--- src/rtl/conv_pkg.sv ---
// conv_pkg: shared state encoding, kernel/stride encodings and output-geometry helpers for the conv sequencer.
package conv_pkg;
  typedef enum logic [2:0] {IDLE, SETUP, WLOAD, STREAM, DONE} state_t;
  typedef enum logic {KSIZE_1X1 = 1'b0, KSIZE_3X3 = 1'b1} ksize_t;
  typedef enum logic {STRIDE_1 = 1'b0, STRIDE_2 = 1'b1} stride_t;
  function automatic int calc_oh(int size, int k, logic stride);
    return ((size - k) >> stride) + 1;
  endfunction
  function automatic int calc_npass(int oh, int col);
    return (oh + col - 1) / col;
  endfunction
endpackage

--- src/rtl/conv2d_kxk_seq_if.sv ---
// conv2d_kxk_seq_if: config/start, fetch handshake and PE-array control bundle of the conv sequencer.
interface conv2d_kxk_seq_if #(
  parameter int COL       = 8,
  parameter int CHN_WIDTH = 4,
  parameter int FMS_WIDTH = 8
);
  logic                 start;
  logic                 cfg_ksize;
  logic                 cfg_stride;
  logic [CHN_WIDTH-1:0] cfg_ci;
  logic [CHN_WIDTH-1:0] cfg_co;
  logic [FMS_WIDTH-1:0] cfg_ifm_size;
  logic                 wgt_valid;
  logic                 ifm_valid;
  logic                 stall;
  logic                 busy;
  logic                 wgt_read;
  logic                 ifm_read;
  logic [COL-1:0]       pvalid;
  logic                 ic_done;
  logic                 oc_done;
  logic                 conv_done;
  modport master (
    output start, cfg_ksize, cfg_stride, cfg_ci, cfg_co, cfg_ifm_size, wgt_valid, ifm_valid, stall,
    input  busy, wgt_read, ifm_read, pvalid, ic_done, oc_done, conv_done
  );
  modport slave (
    input  start, cfg_ksize, cfg_stride, cfg_ci, cfg_co, cfg_ifm_size, wgt_valid, ifm_valid, stall,
    output busy, wgt_read, ifm_read, pvalid, ic_done, oc_done, conv_done
  );
endinterface

--- src/rtl/conv_loop_cnt.sv ---
// conv_loop_cnt: loop counter that holds at its limit and wraps to 0 when advanced past it.
module conv_loop_cnt #(
  parameter int W = 8
) (
  input  logic         clk,
  input  logic         rst,
  input  logic         i_clr,
  input  logic         i_en,
  input  logic [W-1:0] i_limit,
  output logic [W-1:0] o_cnt,
  output logic         o_last
);
  logic [W-1:0] r_cnt;
  assign o_cnt  = r_cnt;
  assign o_last = r_cnt == i_limit;
  always_ff @(posedge clk) begin
    if (rst || i_clr) r_cnt <= '0;
    else if (i_en)    r_cnt <= o_last ? '0 : r_cnt + 1'b1;
  end
endmodule

--- src/rtl/conv2d_kxk_seq.sv ---
// conv2d_kxk_seq: oc/pass/ic loop sequencer driving weight/ifm fetch strobes and per-column accumulate enables.
module conv2d_kxk_seq
  import conv_pkg::*;
#(
  parameter int COL        = 8,
  parameter int CHN_WIDTH  = 4,
  parameter int FMS_WIDTH  = 8,
  parameter int PASS_WIDTH = 6
) (
  input logic              clk,
  input logic              rst,
  conv2d_kxk_seq_if.slave  bus
);
  state_t                r_state;
  ksize_t                r_ksize;
  logic                  r_stride, r_busy, r_conv_done;
  logic [CHN_WIDTH-1:0]  r_ci, r_co;
  logic [FMS_WIDTH-1:0]  r_size, r_oh;
  logic [1:0]            r_k;
  logic [PASS_WIDTH-1:0] r_npass_m1;
  logic [1:0]            w_k, w_km1;
  int                    w_oh;
  logic [FMS_WIDTH-1:0]  w_c, w_c_lim;
  logic [PASS_WIDTH-1:0] w_pass;
  logic [CHN_WIDTH-1:0]  w_ic_unused, w_oc_unused;
  logic                  w_c_last, w_ic_last, w_pass_last, w_oc_last;
  logic                  w_wbeat, w_ibeat, w_iter_end, w_ic_end, w_pass_end, w_all_end, w_pv_ok;
  logic [COL-1:0]        w_pvalid;
  assign w_k        = (r_ksize == KSIZE_3X3) ? 2'd3 : 2'd1;
  assign w_km1      = r_k - 2'd1;
  assign w_oh       = calc_oh(int'(r_size), int'(w_k), r_stride);
  assign w_wbeat    = (r_state == WLOAD) && !bus.stall && bus.wgt_valid;
  assign w_ibeat    = (r_state == STREAM) && !bus.stall && bus.ifm_valid;
  assign w_iter_end = w_ibeat && w_c_last;
  assign w_ic_end   = w_iter_end && w_ic_last;
  assign w_pass_end = w_ic_end && w_pass_last;
  assign w_all_end  = w_pass_end && w_oc_last;
  // The column counter also paces the K weight beats of WLOAD.
  assign w_c_lim    = (r_state == WLOAD) ? FMS_WIDTH'(w_km1) : r_size - 1'b1;
  conv_loop_cnt #(.W(FMS_WIDTH)) u_c (
    .clk(clk), .rst(rst), .i_clr(r_state == SETUP), .i_en(w_wbeat || w_ibeat),
    .i_limit(w_c_lim), .o_cnt(w_c), .o_last(w_c_last));
  conv_loop_cnt #(.W(CHN_WIDTH)) u_ic (
    .clk(clk), .rst(rst), .i_clr(r_state == SETUP), .i_en(w_iter_end),
    .i_limit(r_ci), .o_cnt(w_ic_unused), .o_last(w_ic_last));
  conv_loop_cnt #(.W(PASS_WIDTH)) u_pass (
    .clk(clk), .rst(rst), .i_clr(r_state == SETUP), .i_en(w_ic_end),
    .i_limit(r_npass_m1), .o_cnt(w_pass), .o_last(w_pass_last));
  conv_loop_cnt #(.W(CHN_WIDTH)) u_oc (
    .clk(clk), .rst(rst), .i_clr(r_state == SETUP), .i_en(w_pass_end),
    .i_limit(r_co), .o_cnt(w_oc_unused), .o_last(w_oc_last));
  // Stride 2 keeps every other valid window; the LSB of c-(K-1) is c[0]^(K-1)[0].
  always_comb begin
    w_pv_ok  = w_ibeat && (w_c >= FMS_WIDTH'(w_km1)) && !(r_stride && (w_c[0] ^ w_km1[0]));
    w_pvalid = '0;
    for (int i = 0; i < COL; i++)
      w_pvalid[i] = w_pv_ok && (int'(w_pass) * COL + i < int'(r_oh));
  end
  always_ff @(posedge clk) begin
    if (rst) begin
      r_state     <= IDLE;
      r_busy      <= 1'b0;
      r_conv_done <= 1'b0;
      r_ksize     <= KSIZE_1X1;
      r_stride    <= 1'b0;
      r_ci        <= '0;
      r_co        <= '0;
      r_size      <= '0;
      r_k         <= '0;
      r_oh        <= '0;
      r_npass_m1  <= '0;
    end else begin
      r_conv_done <= 1'b0;
      case (r_state)
        IDLE: if (bus.start) begin
          r_ksize  <= ksize_t'(bus.cfg_ksize);
          r_stride <= bus.cfg_stride;
          r_ci     <= bus.cfg_ci;
          r_co     <= bus.cfg_co;
          r_size   <= bus.cfg_ifm_size;
          r_busy   <= 1'b1;
          r_state  <= SETUP;
        end
        SETUP: begin
          r_k        <= w_k;
          r_oh       <= FMS_WIDTH'(w_oh);
          r_npass_m1 <= PASS_WIDTH'(calc_npass(w_oh, COL) - 1);
          if (r_size < FMS_WIDTH'(w_k)) begin
            r_state     <= DONE;
            r_busy      <= 1'b0;
            r_conv_done <= 1'b1;
          end else r_state <= WLOAD;
        end
        WLOAD: if (w_wbeat && w_c_last) r_state <= STREAM;
        STREAM: if (w_iter_end) begin
          r_state     <= w_all_end ? DONE : WLOAD;
          r_busy      <= !w_all_end;
          r_conv_done <= w_all_end;
        end
        default: r_state <= IDLE;
      endcase
    end
  end
  assign bus.busy      = r_busy;
  assign bus.conv_done = r_conv_done;
  assign bus.wgt_read  = (r_state == WLOAD) && !bus.stall;
  assign bus.ifm_read  = (r_state == STREAM) && !bus.stall;
  assign bus.pvalid    = w_pvalid;
  assign bus.ic_done   = w_ic_end;
  assign bus.oc_done   = w_pass_end;
endmodule
--- src/flat_wrapper.sv ---
// flat-port wrapper written by rule: the top's interface ports become plain ports
module conv2d_kxk_seq_flat import conv_pkg::*;
#(
  parameter int COL        = 8,
  parameter int CHN_WIDTH  = 4,
  parameter int FMS_WIDTH  = 8,
  parameter int PASS_WIDTH = 6
)
  (clk, rst, bus_start, bus_cfg_ksize, bus_cfg_stride, bus_cfg_ci, bus_cfg_co, bus_cfg_ifm_size, bus_wgt_valid, bus_ifm_valid, bus_stall, bus_busy, bus_wgt_read, bus_ifm_read, bus_pvalid, bus_ic_done, bus_oc_done, bus_conv_done);
  conv2d_kxk_seq_if #(.COL(COL), .CHN_WIDTH(CHN_WIDTH), .FMS_WIDTH(FMS_WIDTH)) bus_i ();
  input logic clk;
  input logic rst;
  input wire logic [$bits(bus_i.start)-1:0] bus_start;
  input wire logic [$bits(bus_i.cfg_ksize)-1:0] bus_cfg_ksize;
  input wire logic [$bits(bus_i.cfg_stride)-1:0] bus_cfg_stride;
  input wire logic [$bits(bus_i.cfg_ci)-1:0] bus_cfg_ci;
  input wire logic [$bits(bus_i.cfg_co)-1:0] bus_cfg_co;
  input wire logic [$bits(bus_i.cfg_ifm_size)-1:0] bus_cfg_ifm_size;
  input wire logic [$bits(bus_i.wgt_valid)-1:0] bus_wgt_valid;
  input wire logic [$bits(bus_i.ifm_valid)-1:0] bus_ifm_valid;
  input wire logic [$bits(bus_i.stall)-1:0] bus_stall;
  output wire logic [$bits(bus_i.busy)-1:0] bus_busy;
  output wire logic [$bits(bus_i.wgt_read)-1:0] bus_wgt_read;
  output wire logic [$bits(bus_i.ifm_read)-1:0] bus_ifm_read;
  output wire logic [$bits(bus_i.pvalid)-1:0] bus_pvalid;
  output wire logic [$bits(bus_i.ic_done)-1:0] bus_ic_done;
  output wire logic [$bits(bus_i.oc_done)-1:0] bus_oc_done;
  output wire logic [$bits(bus_i.conv_done)-1:0] bus_conv_done;
  assign bus_i.start = bus_start;
  assign bus_i.cfg_ksize = bus_cfg_ksize;
  assign bus_i.cfg_stride = bus_cfg_stride;
  assign bus_i.cfg_ci = bus_cfg_ci;
  assign bus_i.cfg_co = bus_cfg_co;
  assign bus_i.cfg_ifm_size = bus_cfg_ifm_size;
  assign bus_i.wgt_valid = bus_wgt_valid;
  assign bus_i.ifm_valid = bus_ifm_valid;
  assign bus_i.stall = bus_stall;
  assign bus_busy = bus_i.busy;
  assign bus_wgt_read = bus_i.wgt_read;
  assign bus_ifm_read = bus_i.ifm_read;
  assign bus_pvalid = bus_i.pvalid;
  assign bus_ic_done = bus_i.ic_done;
  assign bus_oc_done = bus_i.oc_done;
  assign bus_conv_done = bus_i.conv_done;
  conv2d_kxk_seq #(.COL(COL), .CHN_WIDTH(CHN_WIDTH), .FMS_WIDTH(FMS_WIDTH), .PASS_WIDTH(PASS_WIDTH)) u_core (.clk(clk), .rst(rst), .bus(bus_i));
endmodule
--- config.mk ---
export PLATFORM = sky130hd
export DESIGN_NAME = conv2d_kxk_seq_flat
export DESIGN_NICKNAME = d
export VERILOG_FILES = /design/src/rtl/conv_pkg.sv /design/src/rtl/conv2d_kxk_seq_if.sv /design/src/rtl/conv_loop_cnt.sv /design/src/rtl/conv2d_kxk_seq.sv /design/src/flat_wrapper.sv
export SDC_FILE = /design/constraint.sdc
export NUM_CORES = 1
export LEC_CHECK = 0
export CORE_MARGIN = 1.5
export CORE_UTILIZATION = 50
export DETAILED_ROUTE_END_ITERATION = 10
export GPL_TIMING_DRIVEN = 0
export PLACE_DENSITY = 0.7
export SLEW_MARGIN = 10
export SYNTH_ARGS = -nofsm -noshare
export SYNTH_HDL_FRONTEND = slang
export SYNTH_HIERARCHICAL = 1
export SYNTH_SLANG_ARGS = --single-unit
--- constraint.sdc ---
create_clock -name clk -period 11.1 [get_ports clk]
set_clock_uncertainty 0.05 [all_clocks]
set_input_delay 2.775 -clock clk [delete_from_list [all_inputs] [get_ports clk]]
set_output_delay 2.775 -clock clk [all_outputs]
set_load 0.05 [all_outputs]
==> Yosys cells after proc, flatten, opt, wreduce, memory -nomap -nowiden <==
Cells that the tools add are included.
{ "word_totals": {"regBits": 61, "latchBits": 0, "ram_bits": 0, "romBits": 0, "in_bits": 24, "wordCells": 108, "mem_count": 0} }
{ "classes": {"addsub": 19, "mul": 0, "n_div": 0, "n_lt_le_gt_ge": 10, "eq_ne": 11, "n_shift": 1, "mux": 19, "bitwise": 2, "reduce_logical": 31} }
{ "ops": {"columns": ["cell", "n"], "rows": [
  ["$lt A32 B9 Y1", 7],
  ["$add A9 B3 Y10 const B", 4],
  ["$add A32 B2 Y32 const B", 1],
  ["$add A32 B5 Y32 const B", 1],
  ["$shr A32 B1 Y32", 1],
  ["$sub A32 B2 Y32 const B", 1],
  ["$add A9 B2 Y10 const B", 2],
  ["$logic_and A1 B1 Y1", 20],
  ["$mux W8", 2],
  ["$mux W3", 5],
  ["$pmux W3 S4", 1],
  ["$add A9 B1 Y10 const B", 1],
  ["$lt A9 B8 Y1", 1],
  ["$sub A8 B2 Y9", 1],
  ["$add A4 B1 Y4 const B", 2],
  ["$add A8 B1 Y8 const B", 1],
  ["$eq A4 B4 Y1", 2],
  ["$eq A8 B8 Y1", 1],
  ["$ge A8 B2 Y1", 1],
  ["$lt A8 B2 Y1", 1],
  ["$mux W4", 2],
  ["$sub A8 B1 Y8 const B", 1],
  ["$add A6 B1 Y6", 1],
  ["$add A6 B1 Y6 const B", 1],
  ["22 further kinds", 32]
]} }

==> Depth between registers and ports, before layout <==
{ "logic_depth": {"word_depth": 10, "depth_mapped": 24} }

==> By module <==
The synthesis kept the hierarchy.
{ "modules_own_cells": {"columns": ["mod", "instances", "cells_per_inst", "area_each_um2", "seq_area_each_um2"], "rows": [
  ["conv2d_kxk_seq", 1, 416, 3166.8, 780.7],
  ["conv_loop_cnt at u_core.u_ic ...", 2, 28, 276.5, 80.1],
  ["conv_loop_cnt at u_core.u_c", 1, 49, 447.9, 160.2],
  ["conv_loop_cnt at u_core.u_pass", 1, 37, 324.1, 120.1]
]} }

==> Least setup slack after synthesis <==
Ideal clock, no wire load.
{ "synth_timing": {"path_type": "input port to output port", "startpoint": "input bus_stall", "endpoint": "output bus_pvalid[4]", "arrival_time_ns": 6.921, "slack_ns": 1.354, "path_stages": 7, "path_cell_list": "nor4b_1 > nand3_1 > nor2_1 > inv_1 > a31oi_1 > o31a_1 > a21boi_0"} }
{ "synth_via": {"elab_chain_cells": 6} }
{ "synth_lines": {"columns": ["element", "line", "source"], "rows": [
  ["from (decl)", "flat_wrapper.sv:21", "input wire logic [$bits(bus_i.stall)-1:0] bus_stall;"],
  ["$logic_not A1 Y1", "conv2d_kxk_seq.sv:33", "assign w_ibeat = (r_state == STREAM) && !bus.stall && bus.ifm_valid;"],
  ["$logic_and A1 B1 Y1 (2 in a row)", "conv2d_kxk_seq.sv:33", null],
  ["$logic_and A1 B1 Y1 (2 in a row)", "conv2d_kxk_seq.sv:54", "w_pv_ok = w_ibeat && (w_c >= FMS_WIDTH'(w_km1)) && !(r_stride && (w_c[0] ^ w_km1[0]));"],
  ["$logic_and A1 B1 Y1", "conv2d_kxk_seq.sv:57", "w_pvalid[i] = w_pv_ok && (int'(w_pass) * COL + i < int'(r_oh));"],
  ["to (decl)", "flat_wrapper.sv:25", "output wire logic [$bits(bus_i.pvalid)-1:0] bus_pvalid;"]
]} }
No other way between the ends.

==> Worst setup path in the final report <==
{ "layout_timing": {"startpoint": "input bus_stall", "endpoint": "output bus_pvalid[6]"} }
The elaborated chain is that of the path after synthesis.

==> flow_metrics.tcl <==
set metrics [dict create \
    status "complete, no violations" \
    post-route-drc-count 0 \
    setup_ws_ns 2.35 \
    wire_per_inst_um 15.2 \
    routabilityCongestion 0.898 \
    diodes 0 \
    ys_seq_area_share_pct 27.2 \
    via_per_inst 5.71 \
    endpoint_kind "output port" \
    p_total_uw 806 \
    dp_slack_ns 2.39 \
    synth_top_cells_by_area "dfxtp_1, ha_1, xnor2_1" \
    grt_pass1_wl_um 18500 \
    finalSetupViolations 0 \
    yosysTopAreaCellShare_pct 27.2 \
    synth.most_common_cell "nand2_1" \
    syn_area_per_cell_um2 8.05 \
    timing.fmax_mhz 114 \
    drive_above_1_share_pct 9.49 \
    tns_ns 0 \
    timing.rr.start "u_core/r_size[0]" \
    yosys.area.top_type "dfxtp_1" \
    cts_resized 0 \
    cts_tree "yes" \
    grt_overflow_total 0 \
    ios 38 \
    worstMarginPinSlew_ns 0.969 \
    ys_types 65 \
    max_stage_delay_ns 0.86 \
    grt_pass1_vias 3972 \
    antenna_found_initial 0 \
    fp.dieH_um 97.8 \
    initial_core_util_pct 51.5 \
    cp_common_cell "clkdlybuf4s50_1" \
    wl_um 11000 \
    postRouteAntennaNets 0 \
    ys.flop_type "dfxtp_1" \
    startpoint_type "primary input" \
    drv_cap 0 \
    min_period_over_period_pct 78.8 \
    p_per_area_nw_per_um2 154 \
    dp_hpwl_um 8380 \
    startpoint "bus_stall" \
    cts_hold_repair.buffers 0 \
    dp_cells 703 \
    cts_buffers 9 \
    place_area_um2 5000 \
    die-area_um2 9560 \
    cp_num_buf_inv 3 \
    syn_area_um2 4490 \
    fin_crit_ns 8.75 \
    maxSlewViolCount 0 \
    cts_setup_buffers 0 \
    vdd_drop_max_mv 0.0785 \
    grt_usage_pct 23.6 \
    grt_max_degree 16 \
    clockRootBuffer "clkbuf_8" \
    cpLargestDelayFamily "buffers and inverters" \
    hp-start "u_core/r_co[3]" \
    cts.path.max_buffers 2 \
    slew_headroom_pct 34.9 \
    hold_class "reg -> reg" \
    layout.nets 657 \
    die_x_um 97.8 \
    final_area_um2 5220 \
    vias 4105 \
    row_count 34 \
    area_growth_pct 16.2 \
    synth_common_cells "nand2_1, dfxtp_1, nor2_1" \
    core_um2 8720 \
    cp_max_fo 6 \
    synth_edf_count 0 \
    fin_cells 719 \
    synthCells 558 \
    fill_cells 820 \
    drtPass1Iterations 4 \
    rsz0062_at_grt "false" \
    port_buffers 37 \
    cp_slowest_cell "clkdlybuf4s50_1" \
    cp_data_arrival_time_ns 5.92 \
    critical_path.cell_chain "clkdlybuf4s50_1 > nor4b_1 > nand3_1 > nor2_1 > inv_1 > a31oi_1 > o31a_1 > a21boi_0 > clkdlybuf4s50_1" \
    drtIter0Drc 181 \
    cp_data_required_time_ns 8.28 \
    p_leak_uw 0.00198 \
    clock_latency_ns 0.34 \
    async_flop_share_pct 0 \
    clkTransAtPathRegs_ns 0.07 \
    yosys_warnings 6 \
    worstSetupPathType "in -> out" \
    synth_fp_nets 609 \
    clock-sinks 61 \
    ctsHtreeMaxLevel 3 \
    hold_viol 0 \
    ys_ff_latch 61 \
]
## tightest hold or removal path, delay by kind of cell, from the launching register on
kind | cells | cell delay, ns
flops | 1 | 0.32
simple gates | 1 | 0.06
compound gates | 1 | 0.05
## final cells by class
cell class | count | area, um^2 | share of cell area, %
multi-input combinational | 445 | 3050 | 58.4
sequential | 61 | 1220 | 23.4
timing repair buffer | 37 | 370 | 7.10
tap | 108 | 135 | 2.59
clock buffer | 10 | 128 | 2.45
buffer | 24 | 125 | 2.40
inverter | 28 | 105 | 2.01
clock inverter | 6 | 87.6 | 1.68
## state kept, by name, summed over array words and instances, names as in the netlist, 2 cells and up
register             count
u_core/u_oc/o_cnt        4
u_core/r_npass_m1        6
u_core/r_state           3
u_core/r_ci              4
u_core/u_pass/o_cnt      6
u_core/u_ic/o_cnt        4
u_core/r_oh              8
u_core/u_c/o_cnt         8
u_core/r_co              4
u_core/r_k               2
u_core/r_size            8
## per-layer routing
layer | track usage, % | vias to the layer above | wire [um]
met2 | 41.5 | 73 | 5280
li1 | - | 2063 | -
met1 | 29.7 | 1956 | 5130
met5 | 0 | - | 0
met3 | 4.94 | 13 | 408
met4 | 5.71 | 0 | 133
## report_power, final
group / internal (uW) / leakage (uW) / switching [uW]
sequential: 234 / 0.000497 / 14.0
clock: 126 / 0.0000985 / 90.0
combinational: 142 / 0.00138 / 200
total: 502 / 0.00198 / 304
## path summary, 6_finish.rpt
kind	depth (start not counted)	end	slack, ns
worst min-delay path	2	u_core/r_co[3]	0.43
worst max-delay path	9	bus_pvalid[6]	2.35
worst min register to register	2	u_core/r_co[3]	0.43
worst max register to register	19	u_core/r_npass_m1[2]	5.51
## logic make-up (layout without fill, tap and decap cells)
logic type | Yosys count | after routing | synth area share [%]
AOI/OAI and AO/OA | 107 | 107 | 17.1
xor gates and xnor gates | 67 | 67 | 13.7
adders and majority gates | 27 | 27 | 7.69
buffers and inverters | 52 | 105 | 5.13
DFF | 61 | 61 | 27.2
muxes | 7 | 7 | 1.56
and+or+nand+nor | 237 | 237 | 27.6
## placed cells by master, fill, tap and decap left out, types with 4 or more instances in the layout
| cell type | instances |
|---|---|
| a31oi_1 | 6 |
| nand4_1 | 15 |
| clkbuf_1 | 14 |
| dfxtp_1 | 61 |
| xnor2_1 | 37 |
| ha_1 | 26 |
| a211oi_1 | 13 |
| xor2_1 | 26 |
| a21oi_1 | 37 |
| and3_1 | 6 |
| nor3_1 | 13 |
| nor2_1 | 60 |
| mux2i_1 | 7 |
| nand2b_1 | 6 |
| nor4_1 | 6 |
| buf_2 | 5 |
| nor4_2 | 4 |
| nand3_1 | 14 |
| nor2b_1 | 6 |
| clkbuf_8 | 10 |
| nor4b_1 | 7 |
| a21boi_0 | 4 |
| o21ai_0 | 15 |
| and2_1 | 4 |
| o41ai_1 | 8 |
| clkdlybuf4s50_1 | 37 |
| inv_1 | 27 |
| nand2_1 | 67 |
| or2b_1 | 4 |
## through the flow
step	utilization (%)	hold WS, ns
after floorplan	-	0.393
after global placement	57.3	0.407
after detailed placement	57.4	0.413
after CTS	59.8	0.426
after global routing	59.8	0.447
final	59.8	0.429
Note: power is estimated with default switching activity, not from simulation.
==> RTL edit, RTL diff (same settings) <==
Reset style: asynchronous (`rst`), changed in one clocked block.
--- a/src/rtl/conv2d_kxk_seq.sv
+++ b/src/rtl/conv2d_kxk_seq.sv
@@ -56,7 +56,7 @@
     for (int i = 0; i < COL; i++)
       w_pvalid[i] = w_pv_ok && (int'(w_pass) * COL + i < int'(r_oh));
   end
-  always_ff @(posedge clk) begin
+  always_ff @(posedge clk or posedge rst) begin
     if (rst) begin
       r_state     <= IDLE;
       r_busy      <= 1'b0;
Formal check against the unedited RTL: differs if rst is asserted again (counterexample within 4 cycles, from zero or initial values and one cycle with rst high); with rst held inactive, the same outputs for 4 cycles.
==> RTL edit against the unedited design <==
- via count shrank 9.0%
- hold slack better by 7.2 ps
- design area up 0.89%
- critical path type unchanged
- routed wire length is 9.6% lower
- register-to-register slack worse by 150 ps
- count of clock-buffer cells in the layout up 2
- synthesized area grew 0.45%
- sequential cell count is the same
- setup slack worse by 92 ps
Power is not compared: it rests on default switching activity, and its combinational part moved more than twofold at a synthesized area within 25%.
==> RTL edit: results (changes against the unedited design) <==
status=finished clean; Crit Reg-Reg Endpoint=u_core/r_npass_m1[4]$_DFFE_PP0P_; Syn Nets=554 (-9.0%); Netlist cell types=74 (+14%); Port Buf Inserts=37 (unchanged); Synth Area in Compound Gates=17.3% (+0.17 points); Non-clk invs=25 (-11%); multi-input combinational cell area=2880 sq um (-5.5%); clock-pin slew of the registers on the worst-case setup and hold paths=70 ps (about the same); worst rel slew slack=23.1% (-12 points); clock tree cell share of total cell area=4.16% (+0.035 points); HPWL after DPL=7590 um (-9.4%); hold slack=436 ps (+7.19 ps); Synth Instances=503 (-9.9%); CP endpoint=bus_pvalid[4]; fin nets=603 (-8.2%); R2R cell count=21 (+2); #MultiIn Comb=395 (-11%); largest net degree at the start of global routing=23 (+7); fraction of area in registers=26.9% (+3.5 points); mux share of post-synthesis cell area=4.60% (+3.0 points); worst hold start=u_core/r_oh[7]$_DFFE_PP0P_; Initial Utilization=51.7% (+0.23 points); Total Routed Length=9900 um (-9.6%); Post-Synth Adder-Cell Area=7.65% (-0.034 points); Non-clock buffer share=9.94% (+0.44 points); slowest CP cell=clkdlybuf4s50_1; Synth Area in XOR/XNOR=12.2% (-1.5 points); R2R Setup Slk=5360 ps (-150 ps); largest cells by area after synthesis=dfrtp_1 (22%), dfxtp_1 (9.8%), ha_1 (7.2%); Worst Hold Endpoint=u_core/r_oh[7]$_DFFE_PP0P_; layout cells sized above 1=11.3% (+1.8 points); first-pass GRT wire length=17,000 um (-8.3%); Buffers, non-clock=60 (-1.6%); gpl congestion=0.838 (-6.7%); CP max stage delay=800 ps (-60 ps); fillers=765 (-6.7%); Commonest cells post-synth=nor2_1 (46), nand2_1 (43), dfrtp_1 (39), xnor2_1 (33); Crit Reg-Reg Startpoint=u_core/r_size[0]$_DFFE_PP0P_; Non-Filler Instances=665 (-7.5%); GR Util All Layers=21.6% (-2.1 points); sequential-to-total area share from yosys stat=31.4% (+4.2 points); VDD IR max=194 uV; CTS sink count=61 (unchanged); Placed Instances=649 (-7.7%); Worst EP arrival=6010 ps (+90 ps); asr flop ratio synth=63.9% (+64 points); vias=3,736 (-9.0%); Max Fclk=0.113 GHz (-1.0%); placed inst area=5040 sq um (+0.85%); clkbuf count=12 (+2); utilization after layout=60.4% (+0.53 points); starting DRC count in detailed routing=185 (+2.2%); Place WS=2290 ps (-108 ps)
[RTL edit: per-layer routing]
metal	up-vias	GRT usage, %	wire, um	share of wire [%]
met3	8	4.22	276	2.8
met1	1764	27.9	4720	48
met5	-	0	0	0
li1	1902	-	-	-
met2	62	36.5	4820	49
met4	0	6.37	82	0.83
[RTL edit: power by group through the flow]
| stage | Sequential [W] | Combinational (W) | Clock, W |
|---|---|---|---|
| after floorplan | 0.000339 | 0.000879 | 0 |
| final | 0.000343 | 0.00110 | 0.000219 |
| after global routing | 0.000353 | 0.00121 | 0.000233 |
| after detailed placement | 0.000347 | 0.00109 | 0 |
| after CTS | 0.000343 | 0.00109 | 0.000225 |
| after global placement | 0.000345 | 0.00106 | 0 |
